$ cat config.mk
export PLATFORM = sky130hd
export DESIGN_NAME = score_uart_tx
export DESIGN_NICKNAME = d
export VERILOG_FILES = /design/src/rtl/score_uart_tx.sv
export SDC_FILE = /design/constraint.sdc
export NUM_CORES = 1
export LEC_CHECK = 0
export ABC_AREA = 1
export CAP_MARGIN = 10
export CORE_ASPECT_RATIO = 1.1
export CORE_UTILIZATION = 40
export CTS_CLUSTER_DIAMETER = 30
export DETAILED_ROUTE_END_ITERATION = 8
export GPL_TIMING_DRIVEN = 0
export PLACE_DENSITY = 0.58
export SYNTH_ARGS = -nofsm -noshare
export SYNTH_HDL_FRONTEND = slang
export SYNTH_SLANG_ARGS = --single-unit
$ cat constraint.sdc
create_clock -name clk -period 3.7 [get_ports clk]
set_input_delay 0.925 -clock clk [delete_from_list [all_inputs] [get_ports clk]]
set_output_delay 0.925 -clock clk [all_outputs]
set_load 0.05 [all_outputs]
$ cat src/rtl/score_uart_tx.sv
// score_uart_tx: watches the Ninety-Nine game state and BCD score and streams
// ASCII event messages ("GO x\r\n", "SCORE dd\r\n") into the board UART.
// The message in flight is fixed at event time. One pending slot holds an event
// that arrives during a message; a newer event replaces it and pulses overrun.
// Build option: define NINETYNINE_LEVEL_ECHO_EN to also report play -> play
// letter changes as "x\r\n".
module score_uart_tx (
  input  logic       clk,
  input  logic       rst,
  input  logic [2:0] state,
  input  logic [7:0] score,
  input  logic       txready,
  output logic [7:0] txdata,
  output logic       txclk,
  output logic       busy,
  output logic       overrun
);

  typedef enum logic [1:0] {S_IDLE = 2'd0, S_SEND = 2'd1, S_GAP = 2'd2} fsm_t;
  typedef enum logic [1:0] {K_START = 2'd0, K_END = 2'd1, K_ECHO = 2'd2} kind_t;

  // c0/c1 hold the only bytes that vary per message: the letter for START/ECHO,
  // or the tens/units characters for END.
  typedef struct packed {
    kind_t      kind;
    logic [7:0] c0;
    logic [7:0] c1;
  } msg_t;

  localparam logic [2:0] ST_PRE  = 3'b000;
  localparam logic [2:0] ST_OVER = 3'b111;

  fsm_t       r_fsm, w_fsm_nxt;
  logic [3:0] r_idx, w_idx_nxt;
  msg_t       r_cur, w_cur_nxt;
  msg_t       r_pend, w_pend_nxt;
  logic       r_pend_v, w_pend_v_nxt;
  msg_t       w_evt_msg;
  logic       w_evt;
  logic [2:0] r_prev_state;
  logic [7:0] r_txdata, w_txdata_nxt;
  logic       r_txclk, w_txclk_nxt;
  logic       r_busy, w_busy_nxt;
  logic       r_overrun, w_overrun_nxt;

  assign txdata  = r_txdata;
  assign txclk   = r_txclk;
  assign busy    = r_busy;
  assign overrun = r_overrun;

  function automatic logic [7:0] f_digit(input logic [3:0] nib);
    if (nib > 4'd9) return 8'h3F;
    return {4'h3, nib};
  endfunction

  function automatic logic [3:0] f_last(input kind_t kind);
    case (kind)
      K_START: return 4'd5;
      K_END:   return 4'd9;
      default: return 4'd2;
    endcase
  endfunction

  function automatic logic [7:0] f_byte(input msg_t m, input logic [3:0] idx);
    case (m.kind)
      K_START: begin
        case (idx)
          4'd0:    return 8'h47;
          4'd1:    return 8'h4F;
          4'd2:    return 8'h20;
          4'd3:    return m.c0;
          4'd4:    return 8'h0D;
          default: return 8'h0A;
        endcase
      end
      K_END: begin
        case (idx)
          4'd0:    return 8'h53;
          4'd1:    return 8'h43;
          4'd2:    return 8'h4F;
          4'd3:    return 8'h52;
          4'd4:    return 8'h45;
          4'd5:    return 8'h20;
          4'd6:    return m.c0;
          4'd7:    return m.c1;
          4'd8:    return 8'h0D;
          default: return 8'h0A;
        endcase
      end
      default: begin
        case (idx)
          4'd0:    return m.c0;
          4'd1:    return 8'h0D;
          default: return 8'h0A;
        endcase
      end
    endcase
  endfunction

  // Classify a state change and snapshot the letter / score characters now.
  always_comb begin
    w_evt     = 1'b0;
    w_evt_msg = '{kind: K_START, c0: 8'h00, c1: 8'h00};
    if (state != r_prev_state) begin
      if (state == ST_OVER) begin
        w_evt         = 1'b1;
        w_evt_msg.kind = K_END;
        w_evt_msg.c0  = f_digit(score[7:4]);
        w_evt_msg.c1  = f_digit(score[3:0]);
      end else if (r_prev_state == ST_PRE) begin
        // state is 001..110 here: it differs from 000 and is not 111
        w_evt          = 1'b1;
        w_evt_msg.kind = K_START;
        w_evt_msg.c0   = 8'h40 + {5'b0, state};
      end
`ifdef NINETYNINE_LEVEL_ECHO_EN
      else if (r_prev_state != ST_OVER && state != ST_PRE) begin
        w_evt          = 1'b1;
        w_evt_msg.kind = K_ECHO;
        w_evt_msg.c0   = 8'h40 + {5'b0, state};
      end
`endif
    end
  end

  // Sequencer next state: message launch, byte strobes and pending-slot upkeep.
  always_comb begin
    w_fsm_nxt     = r_fsm;
    w_idx_nxt     = r_idx;
    w_cur_nxt     = r_cur;
    w_pend_nxt    = r_pend;
    w_pend_v_nxt  = r_pend_v;
    w_txdata_nxt  = r_txdata;
    w_txclk_nxt   = 1'b0;
    w_overrun_nxt = 1'b0;
    case (r_fsm)
      S_IDLE: begin
        if (r_pend_v) begin
          // pending message goes first; a simultaneous event takes the slot
          w_cur_nxt    = r_pend;
          w_idx_nxt    = 4'd0;
          w_fsm_nxt    = S_SEND;
          w_pend_v_nxt = w_evt;
          if (w_evt) w_pend_nxt = w_evt_msg;
        end else if (w_evt) begin
          w_cur_nxt = w_evt_msg;
          w_idx_nxt = 4'd0;
          w_fsm_nxt = S_SEND;
        end
      end
      S_SEND: begin
        if (txready) begin
          w_txdata_nxt = f_byte(r_cur, r_idx);
          w_txclk_nxt  = 1'b1;
          w_fsm_nxt    = S_GAP;
        end
      end
      S_GAP: begin
        if (r_idx == f_last(r_cur.kind)) begin
          w_fsm_nxt = S_IDLE;
        end else begin
          w_idx_nxt = r_idx + 4'd1;
          w_fsm_nxt = S_SEND;
        end
      end
      default: w_fsm_nxt = S_IDLE;
    endcase
    if (r_fsm != S_IDLE && w_evt) begin
      w_pend_nxt    = w_evt_msg;
      w_pend_v_nxt  = 1'b1;
      w_overrun_nxt = r_pend_v;
    end
    w_busy_nxt = (w_fsm_nxt != S_IDLE);
  end

  // State and registered outputs; reset abandons any message and the slot.
  always_ff @(posedge clk or posedge rst) begin
    if (rst) begin
      r_fsm        <= S_IDLE;
      r_idx        <= 4'd0;
      r_cur        <= '0;
      r_pend       <= '0;
      r_pend_v     <= 1'b0;
      r_prev_state <= ST_PRE;
      r_txdata     <= 8'h00;
      r_txclk      <= 1'b0;
      r_busy       <= 1'b0;
      r_overrun    <= 1'b0;
    end else begin
      r_fsm        <= w_fsm_nxt;
      r_idx        <= w_idx_nxt;
      r_cur        <= w_cur_nxt;
      r_pend       <= w_pend_nxt;
      r_pend_v     <= w_pend_v_nxt;
      r_prev_state <= state;
      r_txdata     <= w_txdata_nxt;
      r_txclk      <= w_txclk_nxt;
      r_busy       <= w_busy_nxt;
      r_overrun    <= w_overrun_nxt;
    end
  end

endmodule
==> reports/results.tsv <==
metric	value	unit
core area	5500	sq um
FFs w/ async S/R, synth	100	%
Reg area	1000	sq um
CTS H-tree lvls	2	
worst slew pin tran	0.825	ns
Netlist cell types	32	
crit-path cells	clkdlybuf4s50_1	
post-synth top area cell	dfrtp_1	
Root Driver	clkbuf_8	
CTS Buffer Depth	2	
CTS Buf Count	5	
RD Place Congestion	0.843	
clk_lat worst skew	0.29	ns
Sink Count	40	
syn avg cell area	7.24	sq um
DR vias/cell	4.73	
Worst Hold Class	reg2reg	
die width	74.9	um
synth warn	0	
Post-synth top cells	nand2_1 (128), dfrtp_1 (40), inv_1 (28)	
CTS tree	done	
Pre-Repair DR Iteration Count	4	
HPWL Detailed	3640	um
Nets	371	
GRT Total Usage	18.5	%
CP delay by family, top	buffers and inverters	
post-route minimum period	2.37	ns
worst path bufs/invs	1	
Fillers	592	
post-synthesis register bit count	40	
Post CTS Setup Buffer Count	0	
n_diodes	0	
kind of critical path	reg2out	
top-area cell type share of the netlist area	42.8	%
PostCTS Resize Cnt	0	
layout cells sized above 1	10.7	%
EDFF count, synth	0	
Worst Path Arrival	1.44	ns
Total Routed Length	4880	um
maximum fanout along the worst path	2	
WP data required	2.77	ns
Synth Flop Type	dfrtp_1	
Final Skew	0.00930	ns
Net Count, Synth	341	
Setup WS post-layout	1.33	ns
Startpoint Class	flop	
Starting Density	42.5	%
chip height	82.2	um
cts hold-fix bufs	0	
Area Growth Syn to Fin	18.4	%
Synth Instances	323	
die area	6160	sq um
Area contributors post-synth	dfrtp_1 (43%), nand2_1 (21%), nand3_1 (5.3%)	
post-synthesis sequential area ratio	42.8	%
DR WL/cell	11.4	um
Reg clk slew, reported paths	0.08	ns
FP Rows	28	
Slew Viols, Final	0	
top-count cell post-synth	nand2_1	
LEAKAGE	0.00138	uW
endpoint type of the worst setup path	output pin	
Multi-input gate area	1160	sq um
Post-DP Area	2660	sq um
number of global-route vias before repair	1888	
Synth Cell Area	2340	sq um
vias	2029	
Rel. slew slack	44.9	%
I/O pin total	25	
I/O Buffers	23	
Setup TNS	0	ns
pin count of the biggest net entering global routing	41	
grt ovf	0	
post-route ant nets	0	
Final period util	63.9	%
Critical Path Max Stage Delay	0.80	ns
final hold violations	0	
Max-Cap Viols	0	
RSZ-0062 raised after global routing	false	
slowest cell on the critical path	clkdlybuf4s50_1	
PD cells	666	nW/um^2
worst hold margin	0.479	ns
number of antenna violations at the first check in global routing	0	
final setup fails	0	
initial DRC count	89	
first-pass GRT wire length	8540	um
pre-CTS setup slack	1.16	ns
DRC	0	
peak supply drop	261	uV
outcome	completed	
Finished Cell Area	2770	sq um
fmax	423	MHz
==> state kept, by name, indices dropped and copies added, names as in the netlist <==
name / count
r_fsm: 2
overrun: 1
r_prev_state: 3
r_pend: 10
txclk: 1
busy: 1
r_idx: 4
r_pend_v: 1
r_cur: 10
txdata: 7
==> layout make-up <==
type                            instances  share of cell area (%)
Buffer                                 10                    2.39
Clock inverter                          2                    1.26
Clock buffer                            6                    2.62
Tap cell                               75                    3.39
Inverter                               30                    4.06
Multi-Input combinational cell        243                    41.9
Timing Repair Buffer                   23                    8.31
Sequential cell                        40                    36.1
==> cells in the final DEF (no fill, tap or decap), drive strengths merged <==
| master | n |
|---|---|
| o21ai | 27 |
| inv | 30 |
| xnor2 | 1 |
| nand3b | 3 |
| o21a | 1 |
| a21boi | 2 |
| clkinv | 1 |
| conb | 1 |
| dfrtp | 40 |
| bufinv | 1 |
| ha | 4 |
| nand3 | 27 |
| nor3b | 1 |
| nor3 | 3 |
| nand2 | 136 |
| or2 | 2 |
| a21oi | 6 |
| clkdlybuf4s50 | 23 |
| o211ai | 3 |
| nand4 | 5 |
| nor2 | 21 |
| buf | 8 |
| clkbuf | 8 |
==> kinds of logic after synthesis <==
group	after synthesis	share of synthesized area (%)
simple gates	198	37.1
buf+inv	40	7.65
flops	40	42.8
compound gates	39	9.79
fa+ha+maj	4	2.14
xor+xnor	1	0.374
other cells	1	0.160
==> final timing paths <==
check                      slack [ns]  cells past startpoint                  start                    end
max                              1.33                      1  txdata[6]$_DFFE_PP0P_              txdata[6]
min                              0.48                      2  txdata[3]$_DFFE_PP0P_  txdata[3]$_DFFE_PP0P_
max reg2reg                      2.10                      8   r_idx[0]$_DFFE_PP0P_  txdata[6]$_DFFE_PP0P_
min reg2reg                      0.48                      2  txdata[3]$_DFFE_PP0P_  txdata[3]$_DFFE_PP0P_
max in group asynchronous        2.07                      2                    rst   r_cur[3]$_DFFE_PP0P_
min in group asynchronous        1.11                      2                    rst  r_pend[1]$_DFFE_PP0P_
==> power breakdown <==
| group | internal (uW) | switching (uW) | total [uW] |
|---|---|---|---|
| clock network | 200 | 155 | 355 |
| registers | 573 | 80.2 | 653 |
| logic | 290 | 547 | 837 |
==> metrics by stage <==
step	power (uW)	instances	utilization, %
2_1_floorplan	1270	323	-
3_3_place_gp	1500	421	48.4
3_5_place_dp	1510	421	48.4
4_1_cts	1870	429	50.4
5_1_grt	1990	429	50.4
6_report	1850	429	50.4
==> metal layers <==
| layer | GRT usage (%) | up-vias | part of all wire, % |
|---|---|---|---|
| met2 | 33.6 | 33 | 50 |
| met3 | 3.64 | 5 | 3.0 |
| met4 | 6.79 | 0 | 1.4 |
| met5 | 0 | - | 0 |
| met1 | 21.4 | 911 | 46 |
| li1 | - | 1080 | - |
No activity file was read; power rests on OpenSTA's default activity.
